### config.mk
export PLATFORM = sky130hd
export DESIGN_NAME = event_capture_fifo
export DESIGN_NICKNAME = d
export VERILOG_FILES = /design/src/rtl/event_capture_fifo.sv
export SDC_FILE = /design/constraint.sdc
export NUM_CORES = 1
export LEC_CHECK = 0
export CAP_MARGIN = 10
export CELL_PAD_IN_SITES_DETAIL_PLACEMENT = 1
export CELL_PAD_IN_SITES_GLOBAL_PLACEMENT = 1
export CORE_MARGIN = 2
export CORE_UTILIZATION = 40
export CTS_CLUSTER_DIAMETER = 30
export DETAILED_ROUTE_END_ITERATION = 10
export GPL_ROUTABILITY_DRIVEN = 0
export PLACE_DENSITY_LB_ADDON = 0.1
export SLEW_MARGIN = 10
export SYNTH_ARGS = -nofsm -noshare
export SYNTH_HDL_FRONTEND = slang
export SYNTH_SLANG_ARGS = --single-unit
### constraint.sdc
create_clock -name clk -period 3.4 [get_ports clk]
set_clock_uncertainty 0.1 [all_clocks]
set_input_delay 1.02 -clock clk [delete_from_list [all_inputs] [get_ports clk]]
set_output_delay 1.02 -clock clk [all_outputs]
set_load 0.005 [all_outputs]
### src/rtl/event_capture_fifo.sv
// Event capture FIFO: records {data, sequence number} on each trigger, drops
// and counts triggers that arrive while full with no pop in the same cycle.
module event_capture_fifo #(
  parameter int DATA_W = 2,
  parameter int DEPTH  = 4,
  parameter int CNT_W  = 8
) (
  input  logic                     clk,
  input  logic                     rst_n,
  input  logic                     trig_i,
  input  logic [DATA_W-1:0]        data_i,
  output logic                     valid_o,
  input  logic                     ready_i,
  output logic [DATA_W-1:0]        data_o,
  output logic [CNT_W-1:0]         seq_o,
  output logic [$clog2(DEPTH):0]   level_o,
  output logic [CNT_W-1:0]         drop_cnt_o,
  output logic                     overflow_o,
  input  logic                     clr_i
);

  localparam int AW = $clog2(DEPTH);
  localparam logic [AW:0] FULL_LVL = (AW+1)'(DEPTH);

  logic [DATA_W-1:0] dmem_q [DEPTH];
  logic [CNT_W-1:0]  smem_q [DEPTH];
  logic [AW-1:0]     wptr_q, wptr_d, rptr_q, rptr_d;
  logic [AW:0]       level_q, level_d;
  logic [CNT_W-1:0]  seq_q, seq_d, drop_q, drop_d;
  logic              ovf_q, ovf_d;
  logic              full, pop, push, drop;

  // A pop frees the slot in the same edge, so a full FIFO still accepts then.
  assign full = (level_q == FULL_LVL);
  assign pop  = (level_q != '0) && ready_i;
  assign push = trig_i && (!full || pop);
  assign drop = trig_i && full && !pop;

  always_comb begin
    wptr_d  = wptr_q;
    rptr_d  = rptr_q;
    level_d = level_q;
    seq_d   = seq_q;
    drop_d  = drop_q;
    ovf_d   = ovf_q;
    if (push) begin
      wptr_d = wptr_q + 1'b1;
      seq_d  = seq_q + 1'b1;
    end
    if (pop) rptr_d = rptr_q + 1'b1;
    case ({push, pop})
      2'b10:   level_d = level_q + 1'b1;
      2'b01:   level_d = level_q - 1'b1;
      default: level_d = level_q;
    endcase
    // A rejection coincident with clear survives it as the first new drop.
    if (clr_i) begin
      drop_d = drop ? CNT_W'(1) : '0;
      ovf_d  = drop;
    end else if (drop) begin
      if (drop_q != '1) drop_d = drop_q + 1'b1;
      ovf_d = 1'b1;
    end
  end

  always_ff @(posedge clk or negedge rst_n) begin
    if (!rst_n) begin
      wptr_q  <= '0;
      rptr_q  <= '0;
      level_q <= '0;
      seq_q   <= '0;
      drop_q  <= '0;
      ovf_q   <= 1'b0;
    end else begin
      wptr_q  <= wptr_d;
      rptr_q  <= rptr_d;
      level_q <= level_d;
      seq_q   <= seq_d;
      drop_q  <= drop_d;
      ovf_q   <= ovf_d;
    end
  end

  // Storage is reset so the head outputs read zero while in reset.
  always_ff @(posedge clk or negedge rst_n) begin
    if (!rst_n) begin
      for (int i = 0; i < DEPTH; i++) begin
        dmem_q[i] <= '0;
        smem_q[i] <= '0;
      end
    end else if (push) begin
      dmem_q[wptr_q] <= data_i;
      smem_q[wptr_q] <= seq_q;
    end
  end

  assign valid_o    = (level_q != '0);
  assign data_o     = dmem_q[rptr_q];
  assign seq_o      = smem_q[rptr_q];
  assign level_o    = level_q;
  assign drop_cnt_o = drop_q;
  assign overflow_o = ovf_q;

endmodule

# Word-level counts from Yosys, hierarchy flattened
# Index checks and enable logic that the tools add are counted.
[classes] bitwise=2 n_eq_ne=4 n_reduce_logical=13 magnitude_cmp=3 n_div=0 shifts=0 n_mux=19 n_mul=0 n_addsub=6
[op_table] cell="$mux 8" n=6
[op_table] cell="$bwmux 32" n=1
[op_table] cell="$add 8x1->8 const B" n=2
[op_table] cell="$bmux 8 s2" n=1
[op_table] cell="$demux 8 s2" n=1
[op_table] cell="$bwmux 8" n=1
[op_table] cell="$ne 8x8->1 const B" n=1
[op_table] cell="$ge 3x3->1 const B" n=2
[op_table] cell="$mux 2" n=3
[op_table] cell="$not 2->3" n=2
[op_table] cell="$pmux 3 s2" n=1
[op_table] cell="$reduce_bool 2->1" n=3
[op_table] cell="$logic_and 1x1->1" n=5
[op_table] cell="$add 2x1->2 const B" n=2
[op_table] cell="$bmux 2 s2" n=1
[op_table] cell="$demux 2 s2" n=1
[op_table] cell="$add 3x1->3 const B" n=1
[op_table] cell="$eq 3x3->1 const B" n=1
[op_table] cell="$lt 3x1->1 const B" n=1
[op_table] cell="$mux 1" n=3
[op_table] cell="$reduce_bool 3->1" n=1
[op_table] cell="$sub 3x1->3 const B" n=1
[op_table] cell="$eq 2x1->1 const B" n=1
[op_table] cell="$eq 2x2->1 const B" n=1
[op_table] cell="3 further kinds" n=4
[word_totals] register_bits=64 memories=0 word_cells=61 out_inout_bits=23 latchBits=0 romBits=0 inputBits=7 ramBits=0

# Logic depth before layout (Yosys ltp)
# Gate-level depths: netlist (run 1).
[logic_depth] ltp_word=6 ltp_mapped=11 ltp_nobuf=9

# Worst setup path after synthesis (run 1)
# Ideal clock, no wire load.
[synth_path] path_type="input -> register" start="input port ready_i" end="register level_q[2] (netlist: level_o[2])" arrival_ps=2769 cell_stages=11 path_slack_ps=451 path_cell_list="nor4b_4 nor2b_1 buf_4 buf_12 inv_1 ha_1 inv_1 fa_1 xor2_1 nor2_1 xor2_1"
[synth_between] elab_chain_len=5 elab_cells_between_ends=7
[synth_rtl] element="from (decl)" line="13" source="input logic ready_i,"
[synth_rtl] element="$logic_and 1x1->1 *" line="35" source="assign pop = (level_q != '0) && ready_i;"
[synth_rtl] element="$logic_or 1x1->1" line="36" source="assign push = trig_i && (!full || pop);"
[synth_rtl] element="$logic_and 1x1->1" line="36"
[synth_rtl] element="$eq 2x1->1 / $eq 2x2->1 (equally long branches)" line="51" source="case ({push, pop})"
[synth_rtl] element="$pmux 3 s2 / $reduce_bool 2->1 (equally long branches)"
[synth_rtl] element="to (signal assigned)" line="77" source="level_q <= level_d;"
[synth_rtl] element="to (decl)" line="28" source="logic [AW:0] level_q, level_d;"
# Every way passes the cells marked *; elsewhere a longest branch is shown, timed or not.
# A chain may end at the register's enable or synchronous reset.

# Worst setup path after layout (run 1)
[layout_path] start="register rptr_q[0]" end="output port data_o[1]"
[layout_between] elab_chain_len=4
[layout_rtl] element="from (decl)" line="27" source="logic [AW-1:0] wptr_q, wptr_d, rptr_q, rptr_d;"
[layout_rtl] element="from (signal assigned)" line="76" source="rptr_q <= rptr_d;"
[layout_rtl] element="$not 2->3 (not written as such)" line="98" source="assign data_o = dmem_q[rptr_q];"
[layout_rtl] element="$bmux 2 s2" line="98"
[layout_rtl] element="$mux 2 (not written as such) (2 in series)" line="98"
[layout_rtl] element="to (decl)" line="14" source="output logic [DATA_W-1:0] data_o,"
# No other way between the ends. The select of a mux whose other input is x is not followed.

==> impl_metrics.json, run 1 <==
{
  "status": "completed",
  "worst_slack_ns": 0.196,
  "max-slew-margin-rel_pct": 59.0,
  "ys.flop_type": "dfrtp_1",
  "die_h_um": 90.7,
  "critPathLaunch": "rptr_q[0]",
  "rsz0062_at_grt": "false",
  "p_sw_share_pct": 31.0,
  "cts_tree": "done",
  "highest_layer": "met4",
  "async_reset_ff_share_pct": 100,
  "cts_root_buf": "clkbuf_8",
  "die_area_um2": 8230,
  "drive_gt1_share_pct": 31.2,
  "p_leak_nw": 1.61,
  "h-tree-depth": 3,
  "holdCritStartpoint": "smem_q[9]",
  "wire_per_inst_um": 16.8,
  "numCtsBuffers": 9,
  "syn_to_final_growth_pct": 20.1,
  "grt_overflow": 0,
  "cts_max_path_buffers": 2,
  "hold_class": "register to register",
  "p_sw_w": 0.000969,
  "yosys-top-cells-area": "dfrtp_1 (53%), mux2_2 (12%), mux4_2 (7.5%)",
  "route.met3.wl_um": 232,
  "worstPathMaxFanout": 7,
  "period_needed_ns": 3.20,
  "seqPwrFrac_pct": 42.9,
  "start_util_pct": 41.5,
  "ir_drop_mv": 0.347,
  "required_ns": 2.28,
  "synth_top_area_share_pct": 53.3,
  "final_cell_mix": "dfrtp_1 (64), mux2_2 (31), clkdlybuf4s50_1 (28)",
  "routed_wl_mm": 5.91,
  "portBuffers": 29,
  "placementRows": 31,
  "crit_type": "register to output port",
  "ys_seq_area_share_pct": 53.3,
  "grt_start_max_net_pins": 40,
  "fin_hold_ws_ns": 0.403,
  "worstSetupEndpointType": "output port",
  "power_frac_clock_pct": 19.3,
  "drt-vias-per-instance": 5.11,
  "vias": 1799,
  "ant_nets": 0,
  "synth.distinct_cells": 37,
  "final_nets": 263,
  "chipWidth_um": 90.7,
  "postCtsHoldBufs": 0,
  "final_common_cell": "dfrtp_1",
  "ys_ff_latch": 64,
  "finalSetupViolations": 0,
  "slew_viol_final": 0,
  "grt_usage_pct": 16.7,
  "m1WireLength_mm": 2.71,
  "antenna_found_initial": 0,
  "ios": 30,
  "final.setup.tns_ns": 0,
  "ys_warn_count": 0,
  "cts_num_sinks": 64,
  "met2_length_mm": 2.91,
  "postCtsResizedCells": 0,
  "path_clk_slew_ns": 0.07,
  "p_comb_share_pct": 37.9,
  "route.detailed.drc": 0,
  "drt_iter0_markers": 35,
  "synth_area_um2": 3010,
  "dp_hpwl_mm": 3.87,
  "syn_inst": 211,
  "syn_area_per_cell_um2": 14.2,
  "report.final.hold_viol_count": 0,
  "diodes": 0,
  "grt_pass1_vias": 2020,
  "fin_crit_sh_pct": 94.2,
  "synth_nets": 226,
  "grt_pass1_wl_mm": 10.5,
  "tightest_slew_ns": 0.616,
  "max_freq_mhz": 312,
  "p_int_w": 0.00216,
  "critPathArrivalTime_ns": 2.08,
  "r2r_start": "level_o[0]",
  "synth-edff-count": 0,
  "first_pass_iters": 4,
  "synth_top_area_cell": "dfrtp_1",
  "core_um2": 7250,
  "final_core_util_pct": 49.8,
  "critPathLaunchType": "register",
  "drv_cap": 0,
  "pre_cts_ws_ns": 0.315,
  "p_per_area_nw_per_um2": 866,
  "clk_latency_ns": 0.33,
  "post-cts-setup-buffers": 0
}
kinds of logic (layout without fill, tap and decap cells):
kind of cell	after synthesis	in the layout	share of synthesized area (%)
buffers and inverters	17	59	2.83
XOR/XNOR	14	14	4.08
AND/OR/NAND/NOR	39	39	8.07
flip-flops	64	64	53.3
adder cells (fa/ha/maj)	8	8	3.58
multiplexers	55	55	25.4
AO/OA/AOI/OAI	14	14	2.75
synthesized netlist by cell type (2+ instances only):
library cell,number
a21oi_1,3
and3_1,3
clkbuf_1,4
dfrtp_1,64
ha_1,7
inv_1,9
mux2_2,31
mux2_4,10
mux2i_1,4
mux4_2,10
nand2_1,7
nand2_2,3
nand3_1,5
nand4_1,6
nor2_1,5
o21ai_0,6
or3_1,2
xnor2_1,8
xor2_1,6
power by group through the flow:
stage | clock network [W] | logic, W | registers (W)
after floorplan | 0 | 0.000851 | 0.00123
after global placement | 0 | 0.00118 | 0.00136
after detailed placement | 0 | 0.00121 | 0.00136
after CTS | 0.000632 | 0.00121 | 0.00135
after global routing | 0.000669 | 0.00130 | 0.00140
final | 0.000602 | 0.00118 | 0.00134
metal layers:
metal	track usage [%]	vias up
met2	27.7	33
met1	20.8	927
met5	0	-
met3	5.51	6
met4	5.00	0
li1	-	833
final timing paths:
kind	end	slack, ns	depth (start not counted)
setup / recovery	data_o[1]	0.20	3
hold / removal	smem_q[9]	0.40	1
setup reg to reg	level_o[2]	1.17	8
hold reg to reg	smem_q[9]	0.40	1
max in group asynchronous	drop_cnt_o[3]	1.98	2
min in group asynchronous	smem_q[0]	0.58	1
per-stage QoR:
| step | cell area (µm²) | total power, W | cells |
|---|---|---|---|
| finish | 3610 | 0.00313 | 352 |
| global route | 3610 | 0.00337 | 352 |
| CTS | 3610 | 0.00319 | 352 |
| detailed placement | 3430 | 0.00257 | 336 |
| global placement | 3430 | 0.00254 | 336 |
| floorplan | 3010 | 0.00208 | 211 |
critical path: stages, from the launching register on:
cell and delay (ns):
dfrtp_1 0.60, buf_12 0.19, mux4_2 0.50, clkdlybuf4s50_1 0.45
registers in the layout, summed over array words and instances, names as in the netlist:
| name | flops |
|---|---|
| dmem_q | 8 |
| smem_q | 32 |
| overflow_o | 1 |
| wptr_q | 2 |
| seq_q | 8 |
| rptr_q | 2 |
| level_o | 3 |
| drop_cnt_o | 8 |
cell type report:
| class | count | area [µm²] |
|---|---|---|
| Clock buffer | 12 | 155 |
| Clock inverter | 4 | 28.8 |
| Fill cell | 748 | 3640 |
| Inverter | 9 | 33.8 |
| Multi-Input combinational cell | 130 | 1320 |
| Sequential cell | 64 | 1600 |
| Tap cell | 99 | 124 |
| Timing Repair Buffer | 34 | 348 |
(Power assumes the default switching activity.)
==> run 2: changes to the inputs <==
Settings changed: CORE_UTILIZATION 40 to 47.
==> run 2 against run 1 <==
  * Register-to-register slack worse by 0.06 ns
  * Worst hold slack worse by 0.0015 ns
  * Sequential power is essentially flat
  * Worst setup slack better by 0.17 ns
  * Sequential share of layout area increased by 0.54 points
  * Combinational power grew 3%
  * Critical endpoint unchanged
  * Flip-flop and latch count stayed put
  * Clock power shrank 5.3%
  * Final area shrank 1.2%
  * Non-clock buffer count grew 1
  * First-iteration DRC count grew 71%
  * Largest power group unchanged
==> impl_metrics.json, run 2 (synthesized netlist as in run 1, its figures left out) <==
{
  "status": "completed",
  "tightest_slew_ns": 0.629,
  "final_nets": 264,
  "cts_num_sinks": 64,
  "drt-vias-per-instance": 5.51,
  "diodes": 0,
  "clk_latency_ns": 0.33,
  "largest_reg_flops": 32,
  "cts_root_buf": "clkbuf_8",
  "numCtsBuffers": 9,
  "worstPathMaxFanout": 11,
  "rsz0062_at_grt": "false",
  "drive_gt1_share_pct": 31.2,
  "p_per_area_nw_per_um2": 877,
  "post-cts-setup-buffers": 0,
  "h-tree-depth": 3,
  "grt_pass1_wl_mm": 10.6,
  "core_um2": 6280,
  "cts_tree": "done",
  "fin_hold_ws_ns": 0.401,
  "antenna_found_initial": 0,
  "drt_iter0_markers": 60,
  "chipWidth_um": 84.0,
  "worstSetupEndpointType": "output port",
  "cts_max_path_buffers": 2,
  "grt_pass1_vias": 2149,
  "grt_overflow": 0,
  "use_met1_pct": 24.0,
  "hold_class": "register to register",
  "die_area_um2": 7050,
  "wire_per_inst_um": 18.6,
  "syn_to_final_growth_pct": 18.6,
  "critPathArrivalTime_ns": 1.92,
  "regToRegEndpoint": "level_o[2]",
  "period_needed_ns": 3.04,
  "max-slew-margin-rel_pct": 57.9,
  "grt.busiest_layer": "met2",
  "die_h_um": 84.0,
  "worstSetupEndpoint": "data_o[1]",
  "drv_cap": 0,
  "finalSetupViolations": 0,
  "largest-register": "smem_q",
  "final_common_cell": "dfrtp_1",
  "first_pass_iters": 4,
  "ir_drop_mv": 0.448,
  "r2r_cells": 8,
  "postCtsResizedCells": 0,
  "grt_start_max_net_pins": 65,
  "met3_usage_pct": 3.07,
  "r2r_start": "level_o[0]",
  "postCtsHoldBufs": 0,
  "grt_usage_pct": 19.5,
  "ios": 30,
  "crit_type": "register to output port",
  "route.detailed.drc": 0,
  "path_clk_slew_ns": 0.07,
  "portBuffers": 29,
  "p_leak_nw": 1.61,
  "dp_hpwl_mm": 4.25,
  "fin_crit_sh_pct": 89.4,
  "final_cell_mix": "dfrtp_1 (64), mux2_2 (31), clkdlybuf4s50_1 (28)",
  "routed_wl_mm": 6.15,
  "start_util_pct": 47.9,
  "placementRows": 29,
  "ant_nets": 0,
  "reg2reg_slack_ns": 1.11,
  "critPathLaunchType": "register",
  "max_freq_mhz": 329,
  "critPathLaunch": "rptr_q[1]",
  "final.setup.tns_ns": 0,
  "required_ns": 2.28,
  "vias": 1819,
  "slew_viol_final": 0,
  "grtUsageMet2_pct": 34.3,
  "report.final.hold_viol_count": 0
}
run 2: cell count changes in the layout (fill, tap and decap cells not counted):
cell,previous run,this run
buf_12,2,1
buf_4,3,5
clkinv_2,1,2
clkinv_4,1,0
clkinvlp_4,2,1
run 2: power breakdown:
part           internal (W)  leakage, nW  switching (W)
Sequential          0.00106        0.804       0.000271
Clock              0.000298       0.0882       0.000272
Combinational      0.000786        0.717       0.000437
Total               0.00215         1.61       0.000980
run 2: cell type report:
cell class	count	area, µm²
fill	627	2710
timing repair buffer	35	343
multi-input combinational	130	1320
tap	77	96.3
inverter	9	33.8
clock inverter	3	17.5
clock buffer	12	155
sequential	64	1600
run 2: worst min path at each step:
stage | end | cells after the start | start
floorplan | dmem_q[2] | 1 | dmem_q[2]
global placement | smem_q[10] | 1 | smem_q[10]
detailed placement | dmem_q[0] | 1 | dmem_q[0]
CTS | dmem_q[0] | 1 | dmem_q[0]
global route | smem_q[15] | 1 | smem_q[15]
finish | dmem_q[0] | 1 | dmem_q[0]
run 2: stage by stage:
stage / instance area [µm²] / utilization (%) / instances / setup slack (ns) / power, W
finish: 3570 / 56.8 / 330 / 0.361 / 0.00313
global route: 3570 / 56.8 / 330 / 0.280 / 0.00334
CTS: 3570 / 56.8 / 330 / 0.324 / 0.00319
detailed placement: 3390 / 54.1 / 315 / 0.266 / 0.00260
global placement: 3390 / 54.1 / 315 / 0.387 / 0.00250
floorplan: 3010 / - / 211 / 0.451 / 0.00208
run 2: critical path, cell delays in order, from the launching register on:
cell             delay [ns]
dfrtp_1                0.72
mux4_2                 0.40
clkdlybuf4s50_1        0.46
run 2: layer usage:
metal,wire [µm],share of wire [%]
met1,2690,44
met2,3220,52
met3,123,2.0
met4,114,1.9
met5,0,0
==> run 3: changes to the inputs <==
Settings changed: PLACE_DENSITY set to 0.85, PLACE_DENSITY_LB_ADDON 0.1 to not set.
==> run 3 against run 2 <==
  * Worst hold slack better by 0.0027 ns
  * Global-route usage grew 1.0 points
  * Flip-flop and latch count did not move
  * Fmax down 3.3%
  * Via count fell by 0.11%
==> impl_metrics.json, run 3 (synthesized netlist as in run 1, its figures left out) <==
{
  "numCtsBuffers": 9,
  "final_nets": 264,
  "cts_max_path_buffers": 2,
  "routed_wl_mm": 6.36,
  "path_clk_slew_ns": 0.07,
  "max-slew-margin-rel_pct": 62.3,
  "slew_viol_final": 0,
  "hold_class": "register to register",
  "report.final.hold_viol_count": 0,
  "grt_pass1_vias": 2080,
  "critPathArrivalTime_ns": 2.02,
  "clk_latency_ns": 0.34,
  "final_common_cell": "dfrtp_1",
  "chipWidth_um": 84.0,
  "dpl.cell_count": 315,
  "cts_root_buf": "clkbuf_8",
  "portBuffers": 29,
  "drv_cap": 0,
  "ir_drop_mv": 0.589,
  "critPathBufInv": 2,
  "vias": 1817,
  "post-cts-setup-buffers": 0,
  "finalSetupViolations": 0,
  "drive_gt1_share_pct": 31.9,
  "path_delay_family": "buffers and inverters",
  "fin_crit_sh_pct": 92.4,
  "core_um2": 6280,
  "postCtsResizedCells": 0,
  "placementRows": 29,
  "critPathLaunchType": "register",
  "h-tree-depth": 3,
  "slowest_stage": "mux4_2",
  "start_util_pct": 47.9,
  "drt-vias-per-instance": 5.49,
  "tightest_slew_ns": 0.566,
  "largest-register": "smem_q",
  "first_pass_iters": 4,
  "p_leak_nw": 1.63,
  "grt_usage_pct": 20.5,
  "ios": 30,
  "route.detailed.drc": 0,
  "status": "completed",
  "drt_iter0_markers": 69,
  "postCtsHoldBufs": 0,
  "grt_overflow": 0,
  "grt_pass1_wl_mm": 11.1,
  "path_cells": "buf_4 -> mux4_2 -> clkdlybuf4s50_1",
  "final.setup.tns_ns": 0,
  "p_per_area_nw_per_um2": 912,
  "multi_input_area_um2": 1320,
  "ant_nets": 0,
  "die_area_um2": 7050,
  "fin_cells": 331,
  "diodes": 0,
  "fill_cells": 631,
  "worstPathMaxFanout": 10,
  "required_ns": 2.28,
  "grt_start_max_net_pins": 26,
  "final_cell_mix": "dfrtp_1 (64), mux2_2 (31), clkdlybuf4s50_1 (28)",
  "dp_hpwl_mm": 4.26,
  "max_freq_mhz": 318,
  "worstSetupEndpointType": "output port",
  "period_needed_ns": 3.14,
  "syn_to_final_growth_pct": 19.8,
  "die_h_um": 84.0,
  "crit_type": "register to output port",
  "cts_tree": "done",
  "seq_area_um2": 1600,
  "critPathMaxStageDelay_ns": 0.55,
  "cts_num_sinks": 64,
  "largest_reg_flops": 32,
  "antenna_found_initial": 0,
  "wire_per_inst_um": 19.2,
  "rsz0062_at_grt": "false"
}
run 3: cell types whose count changed in the layout (fill, tap and decap cells not counted):
cell / before / now
bufinv_16: 0 / 2
clkbuf_8: 11 / 9
buf_12: 1 / 0
buf_4: 5 / 6
clkbuf_1: 1 / 0
clkinv_4: 0 / 1
inv_6: 0 / 1
run 3: worst register-to-register path, stage by stage, from the launching register on:
cell and delay [ns]:
dfrtp_1 0.46, or3_2 0.51, and2_1 0.21, ha_1 0.23, inv_1 0.08, fa_1 0.17
xor2_1 0.15, nor2_1 0.08, xor2_1 0.15
run 3: power by group:
group          internal [W]  total (W)  switching (W)  leakage [nW]
Clock              0.000414   0.000720       0.000307         0.110
Sequential          0.00106    0.00136       0.000291         0.804
Combinational      0.000777    0.00121       0.000432         0.713
run 3: final timing paths:
kind / startpoint / end / slack (ns) / depth (start not counted)
min reg2reg: dmem_q[2] / dmem_q[2] / 0.40 / 1
max in group asynchronous: rst_n / drop_cnt_o[1] / 1.95 / 2
min: dmem_q[2] / dmem_q[2] / 0.40 / 1
max: rptr_q[0] / seq_o[4] / 0.26 / 3
max reg2reg: level_o[0] / level_o[2] / 1.14 / 8
min in group asynchronous: rst_n / smem_q[1] / 0.53 / 1
run 3: layout make-up:
cell class	count	area share, %
flip-flops and latches	64	44.5
multi-input cells	130	36.7
repair buffers	35	9.17
clock buffers	9	3.44
well taps	77	2.68
clock inverters	7	2.64
inverters	9	0.938
run 3: per-stage QoR:
| step | setup slack (ns) | hold WS [ns] | utilization (%) | power [W] | area, µm² |
|---|---|---|---|---|---|
| after CTS | 0.227 | 0.406 | 57.4 | 0.00333 | 3600 |
| after global routing | 0.170 | 0.429 | 57.4 | 0.00349 | 3600 |
| final | 0.259 | 0.404 | 57.4 | 0.00328 | 3600 |
| after global placement | 0.400 | 0.380 | 53.9 | 0.00249 | 3380 |
| after floorplan | 0.451 | 0.374 | - | 0.00208 | 3010 |
| after detailed placement | 0.246 | 0.390 | 53.9 | 0.00258 | 3380 |
run 3: routing by layer:
metal	global-route usage, %	part of all wire [%]
met5	0	0
met3	3.76	2.5
met1	26.9	44
met4	7.62	1.2
met2	34.0	52
